File: src/rtl/pc_sequencer_if.sv
// Fetch/decode/register-file bundle around the PC sequencer; the sequencer binds the master modport.
// Breakpoint signals exist only when PC_BKPT_EN is defined.
interface pc_sequencer_if;
    logic        imem_rdy;
    logic        dec_valid;
    logic [2:0]  dec_op;
    logic [2:0]  dec_cond;
    logic [8:0]  dec_off;
    logic        flag_n;
    logic        flag_v;
    logic        flag_z;
    logic [15:0] rs_data;
    logic [15:0] pc;
    logic        imem_req;
    logic        rf_we;
    logic [3:0]  rf_waddr;
    logic [15:0] rf_wdata;
    logic        redirect;
    logic        rf_hlt;
    logic        halted;
    logic [2:0]  dbg_state;
`ifdef PC_BKPT_EN
    logic        bkpt_en;
    logic [15:0] bkpt_addr;
    logic        bkpt_hit;

    modport master (
        input  imem_rdy, dec_valid, dec_op, dec_cond, dec_off, flag_n, flag_v, flag_z, rs_data,
               bkpt_en, bkpt_addr,
        output pc, imem_req, rf_we, rf_waddr, rf_wdata, redirect, rf_hlt, halted, dbg_state, bkpt_hit
    );
    modport slave (
        output imem_rdy, dec_valid, dec_op, dec_cond, dec_off, flag_n, flag_v, flag_z, rs_data,
               bkpt_en, bkpt_addr,
        input  pc, imem_req, rf_we, rf_waddr, rf_wdata, redirect, rf_hlt, halted, dbg_state, bkpt_hit
    );
`else
    modport master (
        input  imem_rdy, dec_valid, dec_op, dec_cond, dec_off, flag_n, flag_v, flag_z, rs_data,
        output pc, imem_req, rf_we, rf_waddr, rf_wdata, redirect, rf_hlt, halted, dbg_state
    );
    modport slave (
        output imem_rdy, dec_valid, dec_op, dec_cond, dec_off, flag_n, flag_v, flag_z, rs_data,
        input  pc, imem_req, rf_we, rf_waddr, rf_wdata, redirect, rf_hlt, halted, dbg_state
    );
`endif
endinterface

File: src/rtl/pc_sequencer.sv
// Multi-cycle PC controller: BOOT -> FETCH -> EXEC loop, DRAIN/HALTED after hlt.
// Optional PC breakpoint in FETCH when PC_BKPT_EN is defined.
module pc_sequencer #(
    parameter logic [15:0] RESET_PC     = 16'h0000,
    parameter int          DRAIN_CYCLES = 2
) (
    input logic           clk,
    input logic           rst_n,
    pc_sequencer_if.master bus
);
    // Handshake: a fetch completes in a cycle where imem_req=1 and imem_rdy=1; an instruction
    // resolves in a cycle where the sequencer is in EXEC and dec_valid=1. Either side may stall.
    typedef enum logic [2:0] {S_BOOT, S_FETCH, S_EXEC, S_DRAIN, S_HALTED} state_t;

    localparam int             CW         = (DRAIN_CYCLES > 1) ? $clog2(DRAIN_CYCLES) : 1;
    localparam logic [CW-1:0]  DRAIN_LOAD = CW'((DRAIN_CYCLES > 0) ? DRAIN_CYCLES - 1 : 0);

    state_t        state_q, state_d;
    logic [15:0]   pc_q, pc_d;
    logic [CW-1:0] cnt_q, cnt_d;
    logic          imem_req_q, imem_req_d;
    logic          rf_hlt_q, rf_hlt_d;
    logic          redirect_c, rf_we_c, taken;
    logic [15:0]   pc_inc, pc_rel;

    assign pc_inc = pc_q + 16'd1;
    assign pc_rel = pc_inc + {{7{bus.dec_off[8]}}, bus.dec_off};

    always_comb begin
        taken = 1'b0;
        case (bus.dec_cond)
            3'b000:  taken = !bus.flag_z;
            3'b001:  taken = bus.flag_z;
            3'b010:  taken = !bus.flag_z && !bus.flag_n;
            3'b011:  taken = bus.flag_n;
            3'b100:  taken = bus.flag_z || !bus.flag_n;
            3'b101:  taken = bus.flag_n || bus.flag_z;
            3'b110:  taken = bus.flag_v;
            default: taken = 1'b1;
        endcase
    end

`ifdef PC_BKPT_EN
    logic bkpt_hit_q, bkpt_hit_d;
    logic bkpt_now;
    assign bkpt_now = bus.bkpt_en && (pc_q == bus.bkpt_addr);
`endif

    always_comb begin
        state_d    = state_q;
        pc_d       = pc_q;
        cnt_d      = cnt_q;
        redirect_c = 1'b0;
        rf_we_c    = 1'b0;
`ifdef PC_BKPT_EN
        bkpt_hit_d = bkpt_hit_q;
`endif
        case (state_q)
            S_BOOT: state_d = S_FETCH;
            S_FETCH: begin
`ifdef PC_BKPT_EN
                if (bkpt_now) begin
                    bkpt_hit_d = 1'b1;
                    state_d    = (DRAIN_CYCLES == 0) ? S_HALTED : S_DRAIN;
                    cnt_d      = DRAIN_LOAD;
                end else if (bus.imem_rdy) begin
                    state_d = S_EXEC;
                end
`else
                if (bus.imem_rdy) state_d = S_EXEC;
`endif
            end
            S_EXEC: begin
                if (bus.dec_valid) begin
                    state_d = S_FETCH;
                    pc_d    = pc_inc;
                    case (bus.dec_op)
                        3'b001: if (taken) begin
                            pc_d       = pc_rel;
                            redirect_c = 1'b1;
                        end
                        3'b010: begin
                            pc_d       = pc_rel;
                            redirect_c = 1'b1;
                            rf_we_c    = 1'b1;
                        end
                        3'b011: begin
                            pc_d       = bus.rs_data;
                            redirect_c = 1'b1;
                        end
                        3'b100: begin
                            pc_d    = pc_q;
                            state_d = (DRAIN_CYCLES == 0) ? S_HALTED : S_DRAIN;
                            cnt_d   = DRAIN_LOAD;
                        end
                        default: pc_d = pc_inc;
                    endcase
                end
            end
            S_DRAIN: begin
                if (cnt_q == '0) state_d = S_HALTED;
                else             cnt_d   = cnt_q - CW'(1);
            end
            default: state_d = S_HALTED;
        endcase
    end

    // Request/halt flags are registered from the next state so they line up with the state they describe.
`ifdef PC_BKPT_EN
    assign imem_req_d = (state_d == S_FETCH) && !(bus.bkpt_en && (pc_d == bus.bkpt_addr));
`else
    assign imem_req_d = (state_d == S_FETCH);
`endif
    assign rf_hlt_d = (state_d == S_HALTED);

    always_ff @(posedge clk or negedge rst_n) begin
        if (!rst_n) begin
            state_q    <= S_BOOT;
            pc_q       <= RESET_PC;
            cnt_q      <= '0;
            imem_req_q <= 1'b0;
            rf_hlt_q   <= 1'b0;
`ifdef PC_BKPT_EN
            bkpt_hit_q <= 1'b0;
`endif
        end else begin
            state_q    <= state_d;
            pc_q       <= pc_d;
            cnt_q      <= cnt_d;
            imem_req_q <= imem_req_d;
            rf_hlt_q   <= rf_hlt_d;
`ifdef PC_BKPT_EN
            bkpt_hit_q <= bkpt_hit_d;
`endif
        end
    end

    // Link write and redirect describe the resolving EXEC cycle itself, so they decode live inputs.
    assign bus.pc        = pc_q;
    assign bus.imem_req  = imem_req_q;
    assign bus.rf_we     = rf_we_c;
    assign bus.rf_waddr  = 4'hF;
    assign bus.rf_wdata  = pc_inc;
    assign bus.redirect  = redirect_c;
    assign bus.rf_hlt    = rf_hlt_q;
    assign bus.halted    = rf_hlt_q;
    assign bus.dbg_state = state_q;
`ifdef PC_BKPT_EN
    assign bus.bkpt_hit  = bkpt_hit_q;
`endif
endmodule
File: src/flat_wrapper.sv
// flat-port wrapper written by rule: the top's interface ports become plain ports
module pc_sequencer_flat 
#(
    parameter logic [15:0] RESET_PC     = 16'h0000,
    parameter int          DRAIN_CYCLES = 2
)
  (clk, rst_n, bus_imem_rdy, bus_dec_valid, bus_dec_op, bus_dec_cond, bus_dec_off, bus_flag_n, bus_flag_v, bus_flag_z, bus_rs_data, bus_pc, bus_imem_req, bus_rf_we, bus_rf_waddr, bus_rf_wdata, bus_redirect, bus_rf_hlt, bus_halted, bus_dbg_state);
  pc_sequencer_if bus_i ();
  input logic clk;
  input logic rst_n;
  input wire logic [$bits(bus_i.imem_rdy)-1:0] bus_imem_rdy;
  input wire logic [$bits(bus_i.dec_valid)-1:0] bus_dec_valid;
  input wire logic [$bits(bus_i.dec_op)-1:0] bus_dec_op;
  input wire logic [$bits(bus_i.dec_cond)-1:0] bus_dec_cond;
  input wire logic [$bits(bus_i.dec_off)-1:0] bus_dec_off;
  input wire logic [$bits(bus_i.flag_n)-1:0] bus_flag_n;
  input wire logic [$bits(bus_i.flag_v)-1:0] bus_flag_v;
  input wire logic [$bits(bus_i.flag_z)-1:0] bus_flag_z;
  input wire logic [$bits(bus_i.rs_data)-1:0] bus_rs_data;
  output wire logic [$bits(bus_i.pc)-1:0] bus_pc;
  output wire logic [$bits(bus_i.imem_req)-1:0] bus_imem_req;
  output wire logic [$bits(bus_i.rf_we)-1:0] bus_rf_we;
  output wire logic [$bits(bus_i.rf_waddr)-1:0] bus_rf_waddr;
  output wire logic [$bits(bus_i.rf_wdata)-1:0] bus_rf_wdata;
  output wire logic [$bits(bus_i.redirect)-1:0] bus_redirect;
  output wire logic [$bits(bus_i.rf_hlt)-1:0] bus_rf_hlt;
  output wire logic [$bits(bus_i.halted)-1:0] bus_halted;
  output wire logic [$bits(bus_i.dbg_state)-1:0] bus_dbg_state;
  assign bus_i.imem_rdy = bus_imem_rdy;
  assign bus_i.dec_valid = bus_dec_valid;
  assign bus_i.dec_op = bus_dec_op;
  assign bus_i.dec_cond = bus_dec_cond;
  assign bus_i.dec_off = bus_dec_off;
  assign bus_i.flag_n = bus_flag_n;
  assign bus_i.flag_v = bus_flag_v;
  assign bus_i.flag_z = bus_flag_z;
  assign bus_i.rs_data = bus_rs_data;
  assign bus_pc = bus_i.pc;
  assign bus_imem_req = bus_i.imem_req;
  assign bus_rf_we = bus_i.rf_we;
  assign bus_rf_waddr = bus_i.rf_waddr;
  assign bus_rf_wdata = bus_i.rf_wdata;
  assign bus_redirect = bus_i.redirect;
  assign bus_rf_hlt = bus_i.rf_hlt;
  assign bus_halted = bus_i.halted;
  assign bus_dbg_state = bus_i.dbg_state;
  pc_sequencer #(.RESET_PC(RESET_PC), .DRAIN_CYCLES(DRAIN_CYCLES)) u_core (.clk(clk), .rst_n(rst_n), .bus(bus_i));
endmodule
File: config.mk
export PLATFORM = sky130hd
export DESIGN_NAME = pc_sequencer_flat
export DESIGN_NICKNAME = d
export VERILOG_FILES = /design/src/rtl/pc_sequencer_if.sv /design/src/rtl/pc_sequencer.sv /design/src/flat_wrapper.sv
export SDC_FILE = /design/constraint.sdc
export NUM_CORES = 1
export LEC_CHECK = 0
export CAP_MARGIN = 20
export CORE_MARGIN = 2
export CORE_UTILIZATION = 55
export CTS_CLUSTER_SIZE = 14
export DETAILED_ROUTE_END_ITERATION = 12
export DONT_BUFFER_PORTS = 1
export GPL_TIMING_DRIVEN = 0
export PLACE_DENSITY_LB_ADDON = 0.12
export SYNTH_ARGS = -nofsm -noshare
export SYNTH_HDL_FRONTEND = slang
export SYNTH_SLANG_ARGS = --single-unit
File: constraint.sdc
create_clock -name clk -period 5 [get_ports clk]
set_clock_uncertainty 0.1 [all_clocks]
set_input_delay 1 -clock clk [delete_from_list [all_inputs] [get_ports clk]]
set_output_delay 1 -clock clk [all_outputs]
set_load 0.005 [all_outputs]
After elaboration in Yosys (flattened, before gate mapping)
Index checks and enable logic that the tools add are counted.
{"block": "op_classes", "n_addsub": 3, "n_eq_ne": 17, "n_mux": 19, "bitwise_logic": 1, "n_reduce_logical": 11}
{"cell": "$pmux 16 s4", "count": 1}
{"cell": "$eq 3x2->1 const B", "count": 6}
{"cell": "$add 16x1->16 const B", "count": 1}
{"cell": "$add 16x16->16", "count": 1}
{"cell": "$mux 16", "count": 1}
{"cell": "$eq 3x3->1 const B", "count": 5}
{"cell": "$eq 3x1->1 const B", "count": 4}
{"cell": "$pmux 3 s4", "count": 1}
{"cell": "$mux 1", "count": 9}
{"cell": "$mux 3", "count": 3}
{"cell": "$pmux 1 s7", "count": 1}
{"cell": "$logic_not 3->1", "count": 2}
{"cell": "$reduce_and 3->1", "count": 2}
{"cell": "$pmux 1 s2", "count": 2}
{"cell": "$logic_not 1->1", "count": 2}
{"cell": "$logic_or 1x1->1", "count": 2}
{"cell": "$mux 2", "count": 1}
{"cell": "$ne 2x1->1 const B", "count": 1}
{"cell": "$ne 2x2->1 const B", "count": 1}
{"cell": "$reduce_bool 2->1", "count": 1}
{"cell": "$reduce_or 2->1", "count": 1}
{"cell": "$logic_and 1x1->1", "count": 1}
{"cell": "$not 1->1", "count": 1}
{"cell": "$sub 1x1->1 const B", "count": 1}
{"block": "word_totals", "reg_bits": 22, "input_bits": 38, "output_inout_bits": 44, "word_cells": 56}

Longest topological paths before layout
Gate-level depths: netlist of the first run.
{"block": "depth", "ltp_word": 7, "depth_mapped": 13, "depth_no_buf": 12}

Worst setup path before layout of the first run
OpenSTA, ideal clock, no wires.
{"block": "synth_timing", "path_kind": "input port to output port", "startpoint": "input port bus_flag_z", "endpoint": "output port bus_redirect", "arrival_time_ns": 1.977, "required_time_ns": 3.900, "path_slack_ns": 1.923, "stages": 7, "path_buffers": 2, "path_cell_list": "nor2b_1 -> a31oi_1 -> nand4b_1 -> and2_1 -> buf_6 -> buf_6 -> nor2_1"}
{"block": "synth_via", "elab_chain_len": 7, "word_cells_on_any_way": 9, "cone_classes": "mux (5); reduce/logical (4)"}
{"item": "start, declared", "line": "flat_wrapper.sv:18", "text": "input wire logic [$bits(bus_i.flag_z)-1:0] bus_flag_z;"}
{"item": "$logic_not 1->1", "line": "pc_sequencer.sv:32, pc_sequencer.sv:34"}
{"item": "$logic_and 1x1->1", "line": "pc_sequencer.sv:34", "text": "3'b010: taken = !bus.flag_z && !bus.flag_n;"}
{"item": "$pmux 1 s7 *", "line": "pc_sequencer.sv:31", "text": "case (bus.dec_cond)"}
{"item": "$mux 1 *", "line": "pc_sequencer.sv:78", "text": "3'b001: if (taken) begin"}
{"item": "$pmux 1 s2 *", "line": "pc_sequencer.sv:77", "text": "case (bus.dec_op)"}
{"item": "$mux 1 *", "line": "pc_sequencer.sv:74", "text": "if (bus.dec_valid) begin"}
{"item": "$mux 1 *", "line": "pc_sequencer.sv:58", "text": "case (state_q)"}
{"item": "end, declared", "line": "flat_wrapper.sv:25", "text": "output wire logic [$bits(bus_i.redirect)-1:0] bus_redirect;"}
Mark *: on every way between the ends. The rest lies on a longest branch, timed or not.

Worst setup path after layout of the first run
{"block": "layout_timing", "startpoint": "register u_core.pc_q[2], in the netlist u_core.bus.pc[2]", "endpoint": "register u_core.pc_q[8], in the netlist u_core.bus.pc[8]"}
{"block": "layout_via", "elab_chain_len": 4}
{"item": "start, declared", "line": "pc_sequencer.sv:19", "text": "logic [15:0] pc_q, pc_d;"}
{"item": "start signal, assigned", "line": "pc_sequencer.sv:128", "text": "pc_q <= pc_d;"}
{"item": "$add 16x1->16 *", "line": "pc_sequencer.sv:26", "text": "assign pc_inc = pc_q + 16'd1;"}
{"item": "via bus_rf_wdata[7]", "line": "flat_wrapper.sv:24", "text": "output wire logic [$bits(bus_i.rf_wdata)-1:0] bus_rf_wdata;"}
{"item": "$add 16x16->16 *", "line": "pc_sequencer.sv:27", "text": "assign pc_rel = pc_inc + {{7{bus.dec_off[8]}}, bus.dec_off};"}
{"item": "$mux 16", "line": "pc_sequencer.sv:78"}
{"item": "$pmux 16 s4 *", "line": "pc_sequencer.sv:77"}
Mark *: on every way through the listed nets, which the timed path passes. The rest lies on a longest branch.
A chain may end at the register's enable or synchronous reset.

==> results.md, run 1 <==
* H-tree depth at 1
* Max Buffers Root-to-Sink at 2
* Fin util at about 60%
* Yosys cell types at 54
* CTS clk-pin slew, worst paths at around 0.08 ns
* Critical Path End: u_core.bus.pc[8]$_DFFE_PN0P_
* Critical path capture point type: register
* Met2 usage at between 40% and 50%
* Antenna Nets Post-Route at 0
* VDD IR max at 0.304 mV
* Final Setup Violations at 0
* Met1 usage at roughly 34%
* Post-synth EDFFs at 0
* CTS tree: yes
* Leak pwr at approximately 1.1 nW
* FF-to-FF setup slack at 1.60 ns
* Vias per inst at ~6.3
* Core box area at around 4400 sq um
* Cell Rows at 24
* Die area at ~5100 sq um
* Layout fillers at roughly 400
* Largest stage delay on the critical path at ~0.37 ns
* IO Port Bufs at 0
* # DRC at 0
* Crit path required time at just over 5 ns
* GRT Max-Usage Layer: met2
* Global-route met3 utilization at a little under 4%
* Detailed Route WL at 6.54 mm
* Slew headroom at approximately three fifths
* Die Y at between 70 and 80 um
* Slew Viols, Final at 0
* Starting Density at 57.3%
* Vias in the first global route at 2191
* RR Startpoint: u_core.bus.pc[2]$_DFFE_PN0P_
* Clk_lat worst skew at approximately 0.26 ns
* PnR worst setup slack at approximately 1.6 ns
* Worst Path Max Fanout at 8
* # resized after CTS at 0
* Yosys reg bits at 22
* Most area-hungry cell type in the Yosys netlist: dfrtp_1
* CTS Root Cell: clkbuf_8
* Num CTS Buffers at 3
* Arrival @ worst endpoint at 3.43 ns
* Hold Vio Cnt, Final at 0
* Setup TNS Final at 0 ns
* Gr usage total at approximately a quarter
* Largest net degree at the start of global routing at 23
* # Post-CTS Setup Buffers at 0
* Antenna Cells at 0
* Hold Path Class: in -> async
* Sequential element share of the synthesized area at around 22%
* Area fraction of the dominant cell type after synthesis at between 20% and 30%
* Placer Congestion at about 0.83
* Worst path cell trace: buf_2, and3_1, nand3_1, xnor2_1, ha_1, clkbuf_1, a21oi_1, o211ai_1, and2_1, xor2_1, a222oi_1, o21ai_1
* Synth warn at 0
* WS Path Type: reg -> reg
* Status: complete, no violations
* First-pass GRT wire length at between 10 and 15 mm
* Setup repair after global routing missed its margin: false
* Synth Cell Area at 2490 sq um
* Place WS at 1.64 ns
* Layout cells sized above 1 at 10.2%
* Top cells by area, synth: dfrtp_1 22%, ha_1 10%, xnor2_1 6.0%, a21oi_1 5.6%, nand2_1 5.3%
* DR WL/cell at ~18 um
* Synth-to-layout area growth at 5.27%
* Post-synth ARST share at between 90% and 100%
* RR Endpoint: u_core.bus.pc[8]$_DFFE_PN0P_
* Max-cap viol count at 0
* Sink Count at 22
* Net count, final at ~370
* Initial drt markers at 143
* Syn Area/Cell at approximately 8.1 sq um
* FF-to-FF path depth at 12
* Hold_buf cts at 0
* Vias at roughly 2300
* PwrDens at just over 500 nW/um^2
* Crit path max-delay cell type: dfrtp_1
* Post-detail-place hpwl at 5.05 mm
* Least-Margin Pin Slew at 0.580 ns
* Crit path from: u_core.bus.pc[2]$_DFFE_PN0P_
* CP Launch Type: register
* Die Width at between 70 and 80 um
* Period utilization at slightly below 70%
* Ys flop type: dfrtp_1
* Syn Inst Count at around 310
* Initial antenna violation count at 0
* # IOs at between 80 and 90
* Tot Pwr at around 1.3 mW
* DRT Pass-1 Iters at 4
* Fmax at 294 MHz
* Grt ovf at 0
* Fin crit period at roughly 3.4 ns
## worst min-delay path by stage
stage | start | endpoint | slack (ns) | cells after the start
finish | rst_n | u_core.bus.pc[3]$_DFFE_PN0P_ | 0.32 | 0
global route | rst_n | u_core.bus.pc[3]$_DFFE_PN0P_ | 0.31 | 0
CTS | rst_n | u_core.bus.pc[4]$_DFFE_PN0P_ | 0.32 | 0
detailed placement | u_core.bus.dbg_state[2]$_DFF_PN0_ | u_core.bus.dbg_state[1]$_DFF_PN0_ | 0.42 | 1
global placement | u_core.bus.dbg_state[2]$_DFF_PN0_ | u_core.bus.dbg_state[1]$_DFF_PN0_ | 0.42 | 1
floorplan | u_core.bus.dbg_state[2]$_DFF_PN0_ | u_core.bus.dbg_state[1]$_DFF_PN0_ | 0.38 | 1
## cell usage after synthesis (all sizes together) (2+ instances only)
master and count:
xnor2 17, a211o 2, o21ai 14, a2111oi 2, nand4 8, o22ai 2, o211ai 6, nor3 4
clkbuf 5, and3 5, nand3 11, buf 14, a21o 4, nor4 2, ha 20, and2 3
xor2 8, nand4b 2, o21bai 2, inv 10, nand2 35, a21oi 28, a21boi 2, a31oi 6
nand2b 2, a22oi 3, mux2i 2, o311a 2, nor2 27, nor2b 10, a221oi 7, a41oi 2
a211oi 4, a222oi 5, dfrtp 22
## cell type report
class / instances / area, sq um / area share [%]
multi-input combinational: 259 / 1800 / 68.4
clock buffer: 4 / 55.1 / 2.10
inverter: 10 / 37.5 / 1.43
buffer: 19 / 121 / 4.62
sequential: 22 / 551 / 21.0
tap: 52 / 65.1 / 2.48
## stage by stage
step | hold slack, ns | instances | area [sq um]
floorplan | 0.377 | 310 | 2500
global placement | 0.424 | 362 | 2570
detailed placement | 0.422 | 362 | 2570
CTS | 0.318 | 366 | 2630
global route | 0.306 | 366 | 2630
finish | 0.323 | 366 | 2630
## cells in the final DEF, fill, tap and decap left out, drive strengths merged, types with 3 or more instances in the layout
cell / Yosys / layout
a31oi: 6 / 6
nor2b: 10 / 10
nand4: 8 / 8
a21oi: 28 / 28
dfrtp: 22 / 22
a222oi: 5 / 5
clkbuf: 5 / 9
a21o: 4 / 4
nor2: 27 / 27
and3: 5 / 5
inv: 10 / 10
o21ai: 14 / 14
a22oi: 3 / 3
ha: 20 / 20
nand3: 11 / 11
xnor2: 17 / 17
buf: 14 / 14
o211ai: 6 / 6
xor2: 8 / 8
and2: 3 / 3
nor3: 4 / 4
nand2: 35 / 35
a221oi: 7 / 7
conb: 1 / 4
a211oi: 4 / 4
## flip-flops by register name (all words and copies together), names as in the netlist
register and cells:
u_core.bus.dbg_state 3, u_core.bus.halted 1, u_core.cnt_q 1, u_core.bus.pc 16, u_core.bus.imem_req 1
## metal layers
| layer | vias up | part of all wire, % |
|---|---|---|
| met1 | 1085 | 45 |
| met3 | 9 | 7.2 |
| li1 | 1148 | - |
| met5 | - | 0 |
| met4 | 0 | 1.5 |
| met2 | 80 | 47 |
## worst max-delay path: cells and delay by family, from the launching register on
family          cells  cell delay [ns]
xor+xnor            2             0.49
flops               1             0.37
compound gates      4             0.87
fa+ha+maj           1             0.28
simple gates        3             0.76
buf+inv             2             0.40
## kinds of logic after synthesis
kind of cell,count (synthesis),synth area share [%]
AOI/OAI and AO/OA,96,28.0
xor gates and xnor gates,25,8.78
DFF,22,22.1
adders and majority gates,21,10.8
other,1,0.150
and+or+nand+nor,111,22.9
muxes,2,0.803
buffers and inverters,29,6.37
## power by group
part           switching (mW)  total, mW  internal, mW
clock network          0.0586      0.129        0.0702
logic                   0.492      0.834         0.342
registers               0.116      0.368         0.252
Power figures use the tool's default switching activity.
==> inputs of run 2 (changes only) <==
==> constraint.sdc (replaced) <==
create_clock -name clk -period 3.2 [get_ports clk]
set_clock_uncertainty 0.1 [all_clocks]
set_input_delay 0.64 -clock clk [delete_from_list [all_inputs] [get_ports clk]]
set_output_delay 0.64 -clock clk [all_outputs]
set_load 0.005 [all_outputs]
==> results.md, run 2 (synthesis results as in run 1) <==
* Vias per inst at 6.43 (+1.4%)
* Crit path max-delay cell type: dfrtp_1
* # DRC at 0 (unchanged)
* WS Path Type: reg -> reg
* Fin util at 63.1% (+2.8 points)
* Largest net degree at the start of global routing at 23 (unchanged)
* Global-route met3 utilization at 3.94% (unchanged)
* Crit path required time at 3.24 ns (-1.80 ns)
* Synth-to-layout area growth at 10.2%
* Die Y at 71.3 um (unchanged)
* Post-detail-place hpwl at 5.05 mm (unchanged)
* CTS clk-pin slew, worst paths at 0.08 ns (about the same)
* CTS Root Cell: clkbuf_8
* Fmax at 328 MHz (+11%)
* Slew Viols, Final at 0 (unchanged)
* IO Port Bufs at 0 (unchanged)
* Core box area at 4350 sq um (unchanged)
* Crit path from: u_core.bus.pc[2]$_DFFE_PN0P_
* Die Width at 71.3 um (unchanged)
* Num CTS Buffers at 3 (unchanged)
* Clk_lat worst skew at 0.26 ns (about the same)
* Setup TNS Final at 0 ns (unchanged)
* Total placed cells including tap cells at 362 (unchanged)
* Final Setup Violations at 0 (unchanged)
* Layout fillers at 380 (-4.5%)
* VDD IR max at 0.494 mV (+62%)
* Starting Density at 57.3% (unchanged)
* Cell Rows at 24 (unchanged)
* Placer Congestion at 0.833 (unchanged)
* RR Startpoint: u_core.bus.pc[2]$_DFFE_PN0P_
* Initial antenna violation count at 1 (+1)
* Net count, final at 375 (+0.27%)
* CTS tree: yes
* HP Start: u_core.bus.dbg_state[2]$_DFF_PN0_
* DRT Pass-1 Iters at 5 (+1)
* Grt ovf at 0 (unchanged)
* Fin crit period at 3.05 ns (-0.349 ns)
* Max reg flops at 16 (unchanged)
* Commonest non-fill, non-tap cell in the layout: nand2_1
* Initial drt markers at 155 (+8.4%)
* Most frequent cells in the layout: 35 x nand2_1, 27 x a21oi_1, 24 x nor2_1
* Slew headroom at 61.9% (+0.59 points)
* Leak pwr at 1.12 nW (+4.2%)
* First-pass GRT wire length at 10.6 mm (+0.78%)
* Crit path buf inv count at 1 (-1)
* PwrDens at 786 nW/um^2 (+55%)
* Least-Margin Pin Slew at 0.571 ns (-0.00883 ns)
* Die area at 5090 sq um (unchanged)
* Crit path top cell by count: a21oi_1
* Hold Path Class: reg -> reg
* Detailed Route WL at 6.78 mm (+3.7%)
* H-tree depth at 1 (unchanged)
* Met2 usage at 43.4% (+1.3 points)
* Vias at 2368 (+2.0%)
* Critical path's top delay family: compound AO/OA/AOI/OAI gates
* # Post-CTS Setup Buffers at 0 (unchanged)
* # IOs at 82 (unchanged)
* Tot Pwr at 2.16 mW (+62%)
* Worst Path Max Fanout at 8 (unchanged)
* DR WL/cell at 18.4 um (+3.1%)
* CP Launch Type: register
* Sink Count at 22 (unchanged)
* Status: complete, no violations
* Non-Filler Instances at 368 (+0.55%)
* GRT Max-Usage Layer: met2
* Met1 usage at 34.5% (about the same)
* Hold WS at 0.438 ns (+0.115 ns)
* Max Buffers Root-to-Sink at 2 (unchanged)
* Largest stage delay on the critical path at 0.37 ns (about the same)
* Layout cells sized above 1 at 15.2% (+5.0 points)
* Worst path cell trace: buf_2, and3_2, nand3_4, nor2_2, xor2_2, ha_1, a211o_1, o211ai_1, a21oi_1, a211oi_2, mux2i_1, a21oi_1
* Gr usage total at 26.1% (+0.39 points)
* Period utilization at 95.3% (+27 points)
* Vias in the first global route at 2199 (+0.37%)
* Arrival @ worst endpoint at 3.09 ns (-0.34 ns)
* Hold Vio Cnt, Final at 0 (unchanged)
* Critical path capture point type: register
* Antenna Nets Post-Route at 0 (unchanged)
* Max-cap viol count at 0 (unchanged)
-- run 2: through the flow --
stage / setup WS, ns / instance area (sq um)
final: 0.151 / 2750
after floorplan: 0.357 / 2500
after global routing: -0.0283 / 2750
after global placement: -0.175 / 2570
after CTS: -0.00969 / 2660
after detailed placement: -0.162 / 2570
-- run 2: power breakdown --
group | switching (mW) | total, mW | internal [mW]
logic | 0.804 | 1.37 | 0.565
clock network | 0.0945 | 0.204 | 0.110
registers | 0.193 | 0.588 | 0.395
-- run 2: final timing paths --
kind	end	slack [ns]	depth (start not counted)
worst min-delay path	u_core.bus.dbg_state[1]$_DFF_PN0_	0.44	1
max in group asynchronous	u_core.bus.pc[0]$_DFFE_PN0P_	2.03	2
worst min register to register	u_core.bus.dbg_state[1]$_DFF_PN0_	0.44	1
worst max-delay path	u_core.bus.pc[14]$_DFFE_PN0P_	0.15	12
worst max register to register	u_core.bus.pc[14]$_DFFE_PN0P_	0.15	12
min in group asynchronous	u_core.bus.pc[5]$_DFFE_PN0P_	0.57	1
-- run 2: cell type report --
cell class                 instances  area (sq um)  area share, %
buffer                            18           118           4.28
antenna                            1          2.50         0.0910
clock buffer                       4          55.1           2.00
multi-input combinational        259          1880           68.5
sequential                        22           552           20.1
tap                               52          65.1           2.37
timing repair buffer               2          37.5           1.37
inverter                          10          37.5           1.37
-- run 2: per-layer routing --
metal	vias up	part of all wire (%)	wire length, um
met3	12	7.8	526
met2	107	47	3200
li1	1150	-	-
met1	1099	43	2900
met4	0	2.2	149
met5	-	0	0
-- run 2: timing repair --
item | CTS | global route
endpoints found under the setup margin | 5 | 8
resized for setup | 3 | 15
endpoints found under the hold margin | 22 | 0
pin swaps | 0 | 2
hold buffers | 1 | 0
-- run 2: worst reg2reg max path: stages (launching register included) --
cell and delay [ns]:
dfrtp_1 0.37, buf_2 0.21, and3_2 0.27, nand3_4 0.14, nor2_2 0.20, xor2_2 0.26, ha_1 0.34, a211o_1 0.28
o211ai_1 0.12, a21oi_1 0.12, a211oi_2 0.20, mux2i_1 0.24, a21oi_1 0.09
